$ cat src/rtl/device_axi_lite_bridge_pkg.sv
// Shared definitions for the Aquila device-port to AXI4-Lite bridge:
// response codes, FSM state encoding and the default watchdog limit.
package device_axi_lite_bridge_pkg;

    localparam logic [1:0] AXI_RESP_OKAY   = 2'b00;
    localparam logic [1:0] AXI_RESP_SLVERR = 2'b10;
    localparam logic [1:0] AXI_RESP_DECERR = 2'b11;

    localparam int DEFAULT_TIMEOUT_CYCLES = 1024;

    localparam logic [2:0] ST_IDLE_ENC      = 3'd0;
    localparam logic [2:0] ST_WRITE_ENC     = 3'd1;
    localparam logic [2:0] ST_WR_RESP_ENC   = 3'd2;
    localparam logic [2:0] ST_READ_ADDR_ENC = 3'd3;
    localparam logic [2:0] ST_RD_DATA_ENC   = 3'd4;

    typedef enum logic [2:0] {
        ST_IDLE      = ST_IDLE_ENC,
        ST_WRITE     = ST_WRITE_ENC,
        ST_WR_RESP   = ST_WR_RESP_ENC,
        ST_READ_ADDR = ST_READ_ADDR_ENC,
        ST_RD_DATA   = ST_RD_DATA_ENC
    } state_e;

    function automatic logic resp_is_err(input logic [1:0] resp);
        return resp != AXI_RESP_OKAY;
    endfunction

endpackage

$ cat src/rtl/device_axi_lite_bridge.sv
// Single-outstanding bridge from the Aquila uncached device port to an
// AXI4-Lite master, with a watchdog that force-completes stalled transfers.
//
// state        | meaning
// ST_IDLE      | waiting for dev_strobe; bready/rready held high to drain late responses
// ST_WRITE     | AW and W offered; each drops after its own handshake
// ST_WR_RESP   | bready high, waiting for the B response
// ST_READ_ADDR | arvalid high, waiting for arready
// ST_RD_DATA   | rready high, waiting for the R response
module device_axi_lite_bridge
    import device_axi_lite_bridge_pkg::*;
#(
    parameter int ADDR_WIDTH     = 32,
    parameter int DATA_WIDTH     = 32,
    parameter int TIMEOUT_CYCLES = DEFAULT_TIMEOUT_CYCLES
) (
    input  logic                    clk,
    input  logic                    rst,
    input  logic                    dev_strobe,
    input  logic [ADDR_WIDTH-1:0]   dev_addr,
    input  logic                    dev_rw,
    input  logic [DATA_WIDTH/8-1:0] dev_byte_enable,
    input  logic [DATA_WIDTH-1:0]   dev_wdata,
    output logic                    dev_ready,
    output logic [DATA_WIDTH-1:0]   dev_rdata,
    output logic                    bus_err,
    output logic [ADDR_WIDTH-1:0]   m_axi_awaddr,
    output logic [2:0]              m_axi_awprot,
    output logic                    m_axi_awvalid,
    input  logic                    m_axi_awready,
    output logic [DATA_WIDTH-1:0]   m_axi_wdata,
    output logic [DATA_WIDTH/8-1:0] m_axi_wstrb,
    output logic                    m_axi_wvalid,
    input  logic                    m_axi_wready,
    input  logic [1:0]              m_axi_bresp,
    input  logic                    m_axi_bvalid,
    output logic                    m_axi_bready,
    output logic [ADDR_WIDTH-1:0]   m_axi_araddr,
    output logic [2:0]              m_axi_arprot,
    output logic                    m_axi_arvalid,
    input  logic                    m_axi_arready,
    input  logic [DATA_WIDTH-1:0]   m_axi_rdata,
    input  logic [1:0]              m_axi_rresp,
    input  logic                    m_axi_rvalid,
    output logic                    m_axi_rready
);

    localparam int STRB_W = DATA_WIDTH / 8;
    localparam bit WDOG_EN = (TIMEOUT_CYCLES > 0);
    localparam int CNT_W = WDOG_EN ? $clog2(TIMEOUT_CYCLES + 1) : 1;
    localparam logic [CNT_W-1:0] CNT_LAST = CNT_W'(WDOG_EN ? TIMEOUT_CYCLES - 1 : 0);

    state_e                  state_q, state_d;
    logic [ADDR_WIDTH-1:0]   addr_q, addr_d;
    logic [DATA_WIDTH-1:0]   wdata_q, wdata_d;
    logic [STRB_W-1:0]       strb_q, strb_d;
    logic [DATA_WIDTH-1:0]   rdata_q, rdata_d;
    logic                    awvalid_q, awvalid_d;
    logic                    wvalid_q, wvalid_d;
    logic                    arvalid_q, arvalid_d;
    logic                    bready_q, bready_d;
    logic                    rready_q, rready_d;
    logic                    aw_done_q, aw_done_d;
    logic                    w_done_q, w_done_d;
    logic                    dev_ready_q, dev_ready_d;
    logic                    bus_err_q, bus_err_d;
    logic [CNT_W-1:0]        cnt_q, cnt_d;
    logic                    aw_hs, w_hs;

    assign aw_hs = awvalid_q && m_axi_awready;
    assign w_hs  = wvalid_q && m_axi_wready;

    always_comb begin
        state_d     = state_q;
        addr_d      = addr_q;
        wdata_d     = wdata_q;
        strb_d      = strb_q;
        rdata_d     = rdata_q;
        awvalid_d   = awvalid_q;
        wvalid_d    = wvalid_q;
        arvalid_d   = arvalid_q;
        bready_d    = bready_q;
        rready_d    = rready_q;
        aw_done_d   = aw_done_q;
        w_done_d    = w_done_q;
        dev_ready_d = 1'b0;
        bus_err_d   = 1'b0;
        cnt_d       = cnt_q;

        if (state_q != ST_IDLE) begin
            cnt_d = cnt_q + CNT_W'(1);
        end

        case (state_q)
            ST_IDLE: begin
                bready_d = 1'b1;
                rready_d = 1'b1;
                if (dev_strobe) begin
                    addr_d   = dev_addr;
                    wdata_d  = dev_wdata;
                    strb_d   = dev_byte_enable;
                    rdata_d  = '0;
                    cnt_d    = '0;
                    bready_d = 1'b0;
                    rready_d = 1'b0;
                    if (dev_rw) begin
                        state_d   = ST_WRITE;
                        awvalid_d = 1'b1;
                        wvalid_d  = 1'b1;
                        aw_done_d = 1'b0;
                        w_done_d  = 1'b0;
                    end else begin
                        state_d   = ST_READ_ADDR;
                        arvalid_d = 1'b1;
                    end
                end
            end
            ST_WRITE: begin
                if (aw_hs) begin
                    awvalid_d = 1'b0;
                    aw_done_d = 1'b1;
                end
                if (w_hs) begin
                    wvalid_d = 1'b0;
                    w_done_d = 1'b1;
                end
                if ((aw_done_q || aw_hs) && (w_done_q || w_hs)) begin
                    state_d  = ST_WR_RESP;
                    bready_d = 1'b1;
                end
            end
            ST_WR_RESP: begin
                if (m_axi_bvalid) begin
                    state_d     = ST_IDLE;
                    rready_d    = 1'b1;
                    dev_ready_d = 1'b1;
                    bus_err_d   = resp_is_err(m_axi_bresp);
                end
            end
            ST_READ_ADDR: begin
                if (m_axi_arready) begin
                    state_d   = ST_RD_DATA;
                    arvalid_d = 1'b0;
                    rready_d  = 1'b1;
                end
            end
            ST_RD_DATA: begin
                if (m_axi_rvalid) begin
                    state_d     = ST_IDLE;
                    rdata_d     = m_axi_rdata;
                    bready_d    = 1'b1;
                    dev_ready_d = 1'b1;
                    bus_err_d   = resp_is_err(m_axi_rresp);
                end
            end
            default: begin
                state_d = ST_IDLE;
            end
        endcase

        // A normal completion in the final allowed cycle wins over the watchdog.
        if (WDOG_EN && state_q != ST_IDLE && state_d != ST_IDLE && cnt_q == CNT_LAST) begin
            state_d     = ST_IDLE;
            awvalid_d   = 1'b0;
            wvalid_d    = 1'b0;
            arvalid_d   = 1'b0;
            bready_d    = 1'b1;
            rready_d    = 1'b1;
            rdata_d     = '0;
            dev_ready_d = 1'b1;
            bus_err_d   = 1'b1;
        end
    end

    always_ff @(posedge clk or posedge rst) begin
        if (rst) begin
            state_q     <= ST_IDLE;
            addr_q      <= '0;
            wdata_q     <= '0;
            strb_q      <= '0;
            rdata_q     <= '0;
            awvalid_q   <= 1'b0;
            wvalid_q    <= 1'b0;
            arvalid_q   <= 1'b0;
            bready_q    <= 1'b1;
            rready_q    <= 1'b1;
            aw_done_q   <= 1'b0;
            w_done_q    <= 1'b0;
            dev_ready_q <= 1'b0;
            bus_err_q   <= 1'b0;
            cnt_q       <= '0;
        end else begin
            state_q     <= state_d;
            addr_q      <= addr_d;
            wdata_q     <= wdata_d;
            strb_q      <= strb_d;
            rdata_q     <= rdata_d;
            awvalid_q   <= awvalid_d;
            wvalid_q    <= wvalid_d;
            arvalid_q   <= arvalid_d;
            bready_q    <= bready_d;
            rready_q    <= rready_d;
            aw_done_q   <= aw_done_d;
            w_done_q    <= w_done_d;
            dev_ready_q <= dev_ready_d;
            bus_err_q   <= bus_err_d;
            cnt_q       <= cnt_d;
        end
    end

    assign dev_ready     = dev_ready_q;
    assign dev_rdata     = rdata_q;
    assign bus_err       = bus_err_q;
    assign m_axi_awaddr  = addr_q;
    assign m_axi_awprot  = 3'b000;
    assign m_axi_awvalid = awvalid_q;
    assign m_axi_wdata   = wdata_q;
    assign m_axi_wstrb   = strb_q;
    assign m_axi_wvalid  = wvalid_q;
    assign m_axi_bready  = bready_q;
    assign m_axi_araddr  = addr_q;
    assign m_axi_arprot  = 3'b000;
    assign m_axi_arvalid = arvalid_q;
    assign m_axi_rready  = rready_q;

endmodule

$ cat config.mk
export PLATFORM = sky130hd
export DESIGN_NAME = device_axi_lite_bridge
export DESIGN_NICKNAME = d
export VERILOG_FILES = /design/src/rtl/device_axi_lite_bridge_pkg.sv /design/src/rtl/device_axi_lite_bridge.sv
export SDC_FILE = /design/constraint.sdc
export NUM_CORES = 1
export LEC_CHECK = 0
export CORE_UTILIZATION = 41
export CTS_CLUSTER_DIAMETER = 60
export DETAILED_ROUTE_END_ITERATION = 7
export GPL_TIMING_DRIVEN = 0
export PLACE_DENSITY = 0.86
export REMOVE_ABC_BUFFERS = 1
export SLEW_MARGIN = 20
export SYNTH_ARGS = -nofsm -noshare
export SYNTH_HDL_FRONTEND = slang
export SYNTH_SLANG_ARGS = --single-unit
$ cat constraint.sdc
create_clock -name clk -period 6.05 [get_ports clk]
set_input_delay 1.815 -clock clk [delete_from_list [all_inputs] [get_ports clk]]
set_output_delay 1.815 -clock clk [all_outputs]
set_load 0.01 [all_outputs]
Word-level counts from Yosys, hierarchy flattened
Cells that the tools add are included.
{"block": "totals", "elab_cells": 112, "reg_bits": 123, "output_inout_bits": 145}
{"block": "op_classes", "n_eq_ne": 18, "mux": 51, "n_reduce_logical": 27, "n_addsub": 1}
{"operator": "32-bit two-way mux", "count": 3}
{"operator": "32-bit one-hot mux with 2 select lines", "count": 1}
{"operator": "11-bit two-way mux", "count": 3}
{"operator": "1-bit two-way mux", "count": 27}
{"operator": "3-bit != test (second input constant)", "count": 9}
{"operator": "4-bit AND reduction", "count": 5}
{"operator": "3-bit two-way mux", "count": 6}
{"operator": "3-bit one-hot mux with 5 select lines", "count": 1}
{"operator": "3-bit nonzero test", "count": 5}
{"operator": "1-bit one-hot mux with 2 select lines", "count": 7}
{"operator": "11-bit by 1-bit adder with 11-bit output (second input constant)", "count": 1}
{"operator": "11-bit by 10-bit == test with 1-bit output (second input constant)", "count": 1}
{"operator": "3-bit AND reduction", "count": 3}
{"operator": "2-bit != test (second input constant)", "count": 4}
{"operator": "4-bit nonzero test", "count": 2}
{"operator": "3-bit by 2-bit == test with 1-bit output (second input constant)", "count": 2}
{"operator": "1-bit one-hot mux with 3 select lines", "count": 2}
{"operator": "2-bit nonzero test", "count": 3}
{"operator": "1-bit logical AND", "count": 5}
{"operator": "3-bit by 1-bit == test with 1-bit output (second input constant)", "count": 1}
{"operator": "3-bit == test (second input constant)", "count": 1}
{"operator": "3-bit zero test", "count": 1}
{"operator": "1-bit logical OR", "count": 2}
{"operator": "2-bit two-way mux", "count": 1}
{"operator": "2-bit AND reduction", "count": 1}

Depth between registers and ports, before layout
{"block": "logic_depth", "ltp_word": 10, "ltp_mapped": 7, "depth_no_buf": 5}

Worst setup path before layout
No wires, ideal clock.
{"block": "synth_path", "kind": "in2reg", "startpoint": "in dev_strobe", "endpoint": "reg wdata_q[0] (netlist: m_axi_wdata[0])", "required_ns": 5.933, "slack_ns": 2.988, "stages": 5, "arrival_time_ns": 2.945, "setup_time_ns": 0.117, "path_cell_list": "or4b_2 -> clkbuf_1 -> buf_1 -> nand2_1 -> nand2_1"}
{"block": "synth_between", "elab_chain_cells": 1}
{"element": "from (decl)", "line": "device_axi_lite_bridge.sv:19", "source": "input logic dev_strobe,"}
{"element": "2-bit AND reduction (no line)"}
{"element": "to (signal assigned)", "line": "device_axi_lite_bridge.sv:195", "source": "wdata_q <= wdata_d;"}
{"element": "to (decl)", "line": "device_axi_lite_bridge.sv:55", "source": "logic [DATA_WIDTH-1:0] wdata_q, wdata_d;"}
Every way passes these cells.
A chain may end at the register's enable or synchronous reset.

Worst setup path in the final report
{"block": "layout_path", "startpoint": "in dev_strobe", "endpoint": "reg addr_q[27] (netlist: m_axi_araddr[27])"}
{"block": "layout_between", "elab_chain_cells": 1}
{"element": "2-bit AND reduction (no line)"}
{"element": "to (signal assigned)", "line": "device_axi_lite_bridge.sv:194", "source": "addr_q <= addr_d;"}
{"element": "to (decl)", "line": "device_axi_lite_bridge.sv:54", "source": "logic [ADDR_WIDTH-1:0] addr_q, addr_d;"}
Every way passes these cells.

==> run summary <==
The flow ran to the end, and the final reports show no timing, DRC or antenna violations. The detailed placer's ending HPWL was 10,740 um. The largest single stage delay on the critical path is 0.57 ns. Across the routed clock network, the largest skew measured is 0.008727 ns.

The fraction of the yosys area taken by sequential cells came out at 57.30%. The number of H-tree branching levels is 4. The first global-routing pass estimated 22,370 um of wire.

The signal on the critical path passes through clkdlybuf4s50_1 -> nor4b_2 -> buf_2 -> buf_4 -> buf_2 -> buf_4 -> buf_2 -> nand2_1 -> nand2_1. The run gives 0.41 ns as the clock latency at the later pin of the worst-skew pair. The required arrival time at the worst endpoint was 6.40 ns; the headroom to the max-slew limit was 43.94%. Data on the critical path arrives at its endpoint at 4.12 ns.

The floorplan die height works out to 116.5 um. The most common flop cell mapped by yosys was sky130_fd_sc_hd__dfrtp_1. Among all stages on the critical path, the largest delay is contributed by sky130_fd_sc_hd__clkdlybuf4s50_1.

Dividing the detail-routed via count by the number of cells gives 4.891. Across all register-to-register paths, the minimum setup slack is 3.34 ns. The count of input and output buffers was 251.

In this run the critical register-to-register path is launched from state_q[0]. The post-route minimum period is 3.770 ns, and the total clock buffers created by CTS is 17. The number of detailed-route iterations in the first pass is 4, and the vias after detailed routing is 4,901. After detailed routing, the average wire length per cell comes to 14.77 um. Timing would allow up to 0.2653 GHz. For the number of hold-slack violations in the final timing report, the log shows 0. The count of cells in the finished layout, fillers not included, comes to 1,002. The worst hold path begins at w_done_q. Of the cells placed in the final design, the portion with a size suffix greater than 1 is 6.867%. STA classifies the critical path endpoint as a register. For hold timing, the worst endpoint is w_done_q. The worst hold path belongs to the class reg -> reg. Synthesis-to-layout area growth: 57.48%. The number of failing setup endpoints in the final timing report was 0. Synthesis inferred 123 register bits. Along the worst path, the maximum fanout reaches 9. For this design the static power due to leakage is 3.814 nW.

The final max-slew violation count is 0, and the post-CTS setup buffer count is 0. Together, buffers and inverters on the worst path number 6. The reg-to-reg endpoint is dev_rdata[10]. The worst hold path depth works out to 1. Yosys printed 0 warnings.

Class of the most critical setup path: in -> reg. Number of cells on the worst reg-to-reg path: 5. The largest buffer count on any clock path is 2. Net switching is 35.12% of the power. TritonCTS built the clock tree. The final critical path takes up 62.31% of the cycle. The logs give 971 for the number of cells in the design after placement and 42.26% for the initial cell density of the core. Post-CTS repair changed the size of 0 cells. The cell count after synthesis came out at 598. Timing analysis after detailed placement gives a worst setup slack of 1.873 ns. Clock-pin slew reported for the worst setup and hold paths after clock tree synthesis: 0.06 ns.

Yosys attributes the largest share of cell area to sky130_fd_sc_hd__dfrtp_1, sky130_fd_sc_hd__nand2_1, sky130_fd_sc_hd__buf_4. The logs give 0 for the cts-stage hold buffer count and 14,800 um for the total length of routed wires. The async set or reset register ratio after synthesis is 100.0%.

The repair_antennas step left the layout with diodes totalling 0. Counting every sink on the clock net gives 123. Across every metal layer, demand over resource in global routing totals 21.91%. The analysis attributes to net switching a power of 1.441 mW. After synthesis, the mean cell area works out to 8.991 um2. In this run, distinct cell masters in the synthesized netlist total 42.

In this run, the clock network consumes 23.8% of the power. The tools report the starting DRC count in detailed routing as 258. The most area-hungry cell type in the Yosys netlist was sky130_fd_sc_hd__dfrtp_1.

Across the run, the number of max-cap violations was 0. The initial antenna violation count was 0. The via count of the first global-routing pass is 4,655, and the relative contribution of combinational cells to total power is 43.1%.

Measured along the x axis, the die boundary spans 116.5 um. Counting buffers and inverters, the worst setup path is 9 cells deep. Proportion of netlist area held by the largest area contributor: 56.32%. In the final design database the tool counted 932 nets. The tools report the remaining design rule violation count as 0. On the critical path the largest part of the delay comes from buffers and inverters.

The internal power was 2.662 mW; the site row count was 41. The die covers 0.01357 mm2. Setup repair after global routing left no endpoint under its margin. The power per cell area came out at 484.6 mW/mm2.

Routability-driven placement finished with a final weighted congestion of 0.7291. The floorplan step defined a core boundary enclosing 0.01272 mm2. Entering global routing, the biggest net connects 71 pins. The final setup slack of the worst path is 2.280 ns. The maximum vdd ir drop is 311.7 uV. Number of top-level design ports: 258. Clock tree synthesis selected as its root buffer the cell sky130_fd_sc_hd__clkbuf_16.

For the pin with the worst max-slew slack, the measured transition is 0.8363 ns. The synthesized design contains 0 enable-type register cells. After global routing the overflow that remains totals 0.

The run gives 0 as the remaining antenna violation count after routing. The portion of total power attributed to sequential cells is 33.1%. The kind of start point of the critical path was a primary input. By instance count, the cell type seen most on the critical path is sky130_fd_sc_hd__buf_2.

The tools report the total standard cell area after synthesis as 0.005376 mm2.
==> area by class of cell <==
cell class                      instances  area, um2
Inverter                                3      16.27
Timing Repair Buffer                  268       2673
Clock inverter                         13      147.6
Tap cell                              172      215.2
Fill cell                            1042       4255
Multi-Input combinational cell        405       1906
Clock buffer                           18      429.2
Sequential cell                       123       3080
==> registers in the layout, indices dropped and copies added (netlist names) <==
register / cells
aw_done_q: 1
state_q: 3
m_axi_arvalid: 1
dev_rdata: 32
bus_err: 1
dev_ready: 1
m_axi_rready: 1
m_axi_bready: 1
m_axi_araddr: 32
m_axi_wvalid: 1
m_axi_awvalid: 1
cnt_q: 11
w_done_q: 1
m_axi_wstrb: 4
m_axi_wdata: 32
==> worst register-to-register path, stage by stage, from the launching register on <==
cell                      delay [ns]
sky130_fd_sc_hd__dfrtp_1        0.70
sky130_fd_sc_hd__nor3_1         0.27
sky130_fd_sc_hd__or4b_1         0.74
sky130_fd_sc_hd__o32ai_4        0.51
sky130_fd_sc_hd__buf_8          0.24
sky130_fd_sc_hd__a31oi_1        0.10
==> metal layers <==
metal | vias to the layer above | track usage [%] | routed length (um)
met3 | 23 | 7.784 | 1324
met5 | - | 0 | 0
li1 | 2379 | - | -
met2 | 204 | 37.99 | 7411
met4 | 0 | 10.09 | 321
met1 | 2295 | 24.02 | 5739
==> worst max path at each step <==
stage / start / endpoint / slack (ns)
finish: dev_strobe / m_axi_araddr[27] / 2.28
global route: dev_strobe / m_axi_araddr[20] / 2.12
CTS: dev_strobe / m_axi_araddr[27] / 2.29
detailed placement: dev_strobe / m_axi_araddr[9] / 1.87
global placement: dev_strobe / bus_err / -7.42
floorplan: dev_strobe / bus_err / -2.53
==> logic make-up (layout without fill, tap and decap cells) <==
group / after synthesis / count (layout) / synth area share, %
compound gates: 99 / 99 / 11.64
other cells: 1 / 6 / 0.06975
flops: 123 / 123 / 57.30
buf+inv: 75 / 302 / 8.029
fa+ha+maj: 1 / 1 / 0.2327
mux: 2 / 2 / 0.3724
simple gates: 295 / 295 / 22.04
xor+xnor: 2 / 2 / 0.3259
==> power groups by stage <==
stage	Combinational [mW]	Sequential [mW]	Clock [mW]
floorplan	0.562	1.51	0
global placement	1.74	1.35	0
detailed placement	1.79	1.36	0
CTS	1.79	1.36	1.01
global route	1.93	1.40	1.04
finish	1.77	1.36	0.976
==> stage by stage <==
stage | cell area (um2) | util (%) | setup TNS (ns) | power, mW | hold WS, ns
global route | 8467 | 66.55 | 0 | 4.367 | 0.4870
floorplan | 4975 | - | -141.41 | 2.074 | 0.4475
global placement | 7702 | 60.54 | -647.70 | 3.087 | 0.4566
finish | 8467 | 66.55 | 0 | 4.103 | 0.4733
detailed placement | 7890 | 62.02 | 0 | 3.147 | 0.4633
CTS | 8467 | 66.55 | 0 | 4.157 | 0.4772
==> cell usage after synthesis, types with 3 or more instances <==
library cell	n
sky130_fd_sc_hd__buf_4	38
sky130_fd_sc_hd__nand4_1	4
sky130_fd_sc_hd__buf_2	6
sky130_fd_sc_hd__a31oi_1	32
sky130_fd_sc_hd__o21ai_0	10
sky130_fd_sc_hd__dfrtp_1	121
sky130_fd_sc_hd__nor3_1	4
sky130_fd_sc_hd__nor2_1	16
sky130_fd_sc_hd__buf_1	8
sky130_fd_sc_hd__nand2_1	251
sky130_fd_sc_hd__a21oi_1	41
sky130_fd_sc_hd__and3_1	3
sky130_fd_sc_hd__clkbuf_1	20
sky130_fd_sc_hd__nand3_1	4
sky130_fd_sc_hd__inv_1	3
==> layout by cell type, fill, tap and decap left out, types with 2 or more instances in the layout <==
| cell type | Yosys | layout |
|---|---|---|
| sky130_fd_sc_hd__clkinvlp_4 | 0 | 7 |
| sky130_fd_sc_hd__mux2i_1 | 2 | 2 |
| sky130_fd_sc_hd__clkinv_4 | 0 | 3 |
| sky130_fd_sc_hd__o211ai_1 | 2 | 2 |
| sky130_fd_sc_hd__nand2b_1 | 2 | 2 |
| sky130_fd_sc_hd__dfstp_2 | 2 | 2 |
| sky130_fd_sc_hd__bufinv_16 | 0 | 2 |
| sky130_fd_sc_hd__a31oi_1 | 32 | 32 |
| sky130_fd_sc_hd__nand3_1 | 4 | 4 |
| sky130_fd_sc_hd__nor2_1 | 16 | 15 |
| sky130_fd_sc_hd__nand2_1 | 251 | 251 |
| sky130_fd_sc_hd__nand4_1 | 4 | 4 |
| sky130_fd_sc_hd__dfrtp_1 | 121 | 121 |
| sky130_fd_sc_hd__inv_6 | 0 | 2 |
| sky130_fd_sc_hd__nor3_1 | 4 | 3 |
| sky130_fd_sc_hd__buf_6 | 0 | 2 |
| sky130_fd_sc_hd__nor2b_1 | 2 | 2 |
| sky130_fd_sc_hd__buf_4 | 38 | 6 |
| sky130_fd_sc_hd__buf_2 | 6 | 6 |
| sky130_fd_sc_hd__clkbuf_16 | 0 | 17 |
| sky130_fd_sc_hd__a21oi_1 | 41 | 41 |
| sky130_fd_sc_hd__o31ai_1 | 2 | 2 |
| sky130_fd_sc_hd__and3_1 | 3 | 3 |
| sky130_fd_sc_hd__a21o_1 | 2 | 2 |
| sky130_fd_sc_hd__inv_1 | 3 | 2 |
| sky130_fd_sc_hd__xor2_1 | 2 | 2 |
| sky130_fd_sc_hd__clkdlybuf4s50_1 | 0 | 251 |
| sky130_fd_sc_hd__o21ai_0 | 10 | 10 |
| sky130_fd_sc_hd__conb_1 | 1 | 6 |
| sky130_fd_sc_hd__nand3b_1 | 2 | 2 |
Power figures use the tool's default switching activity.
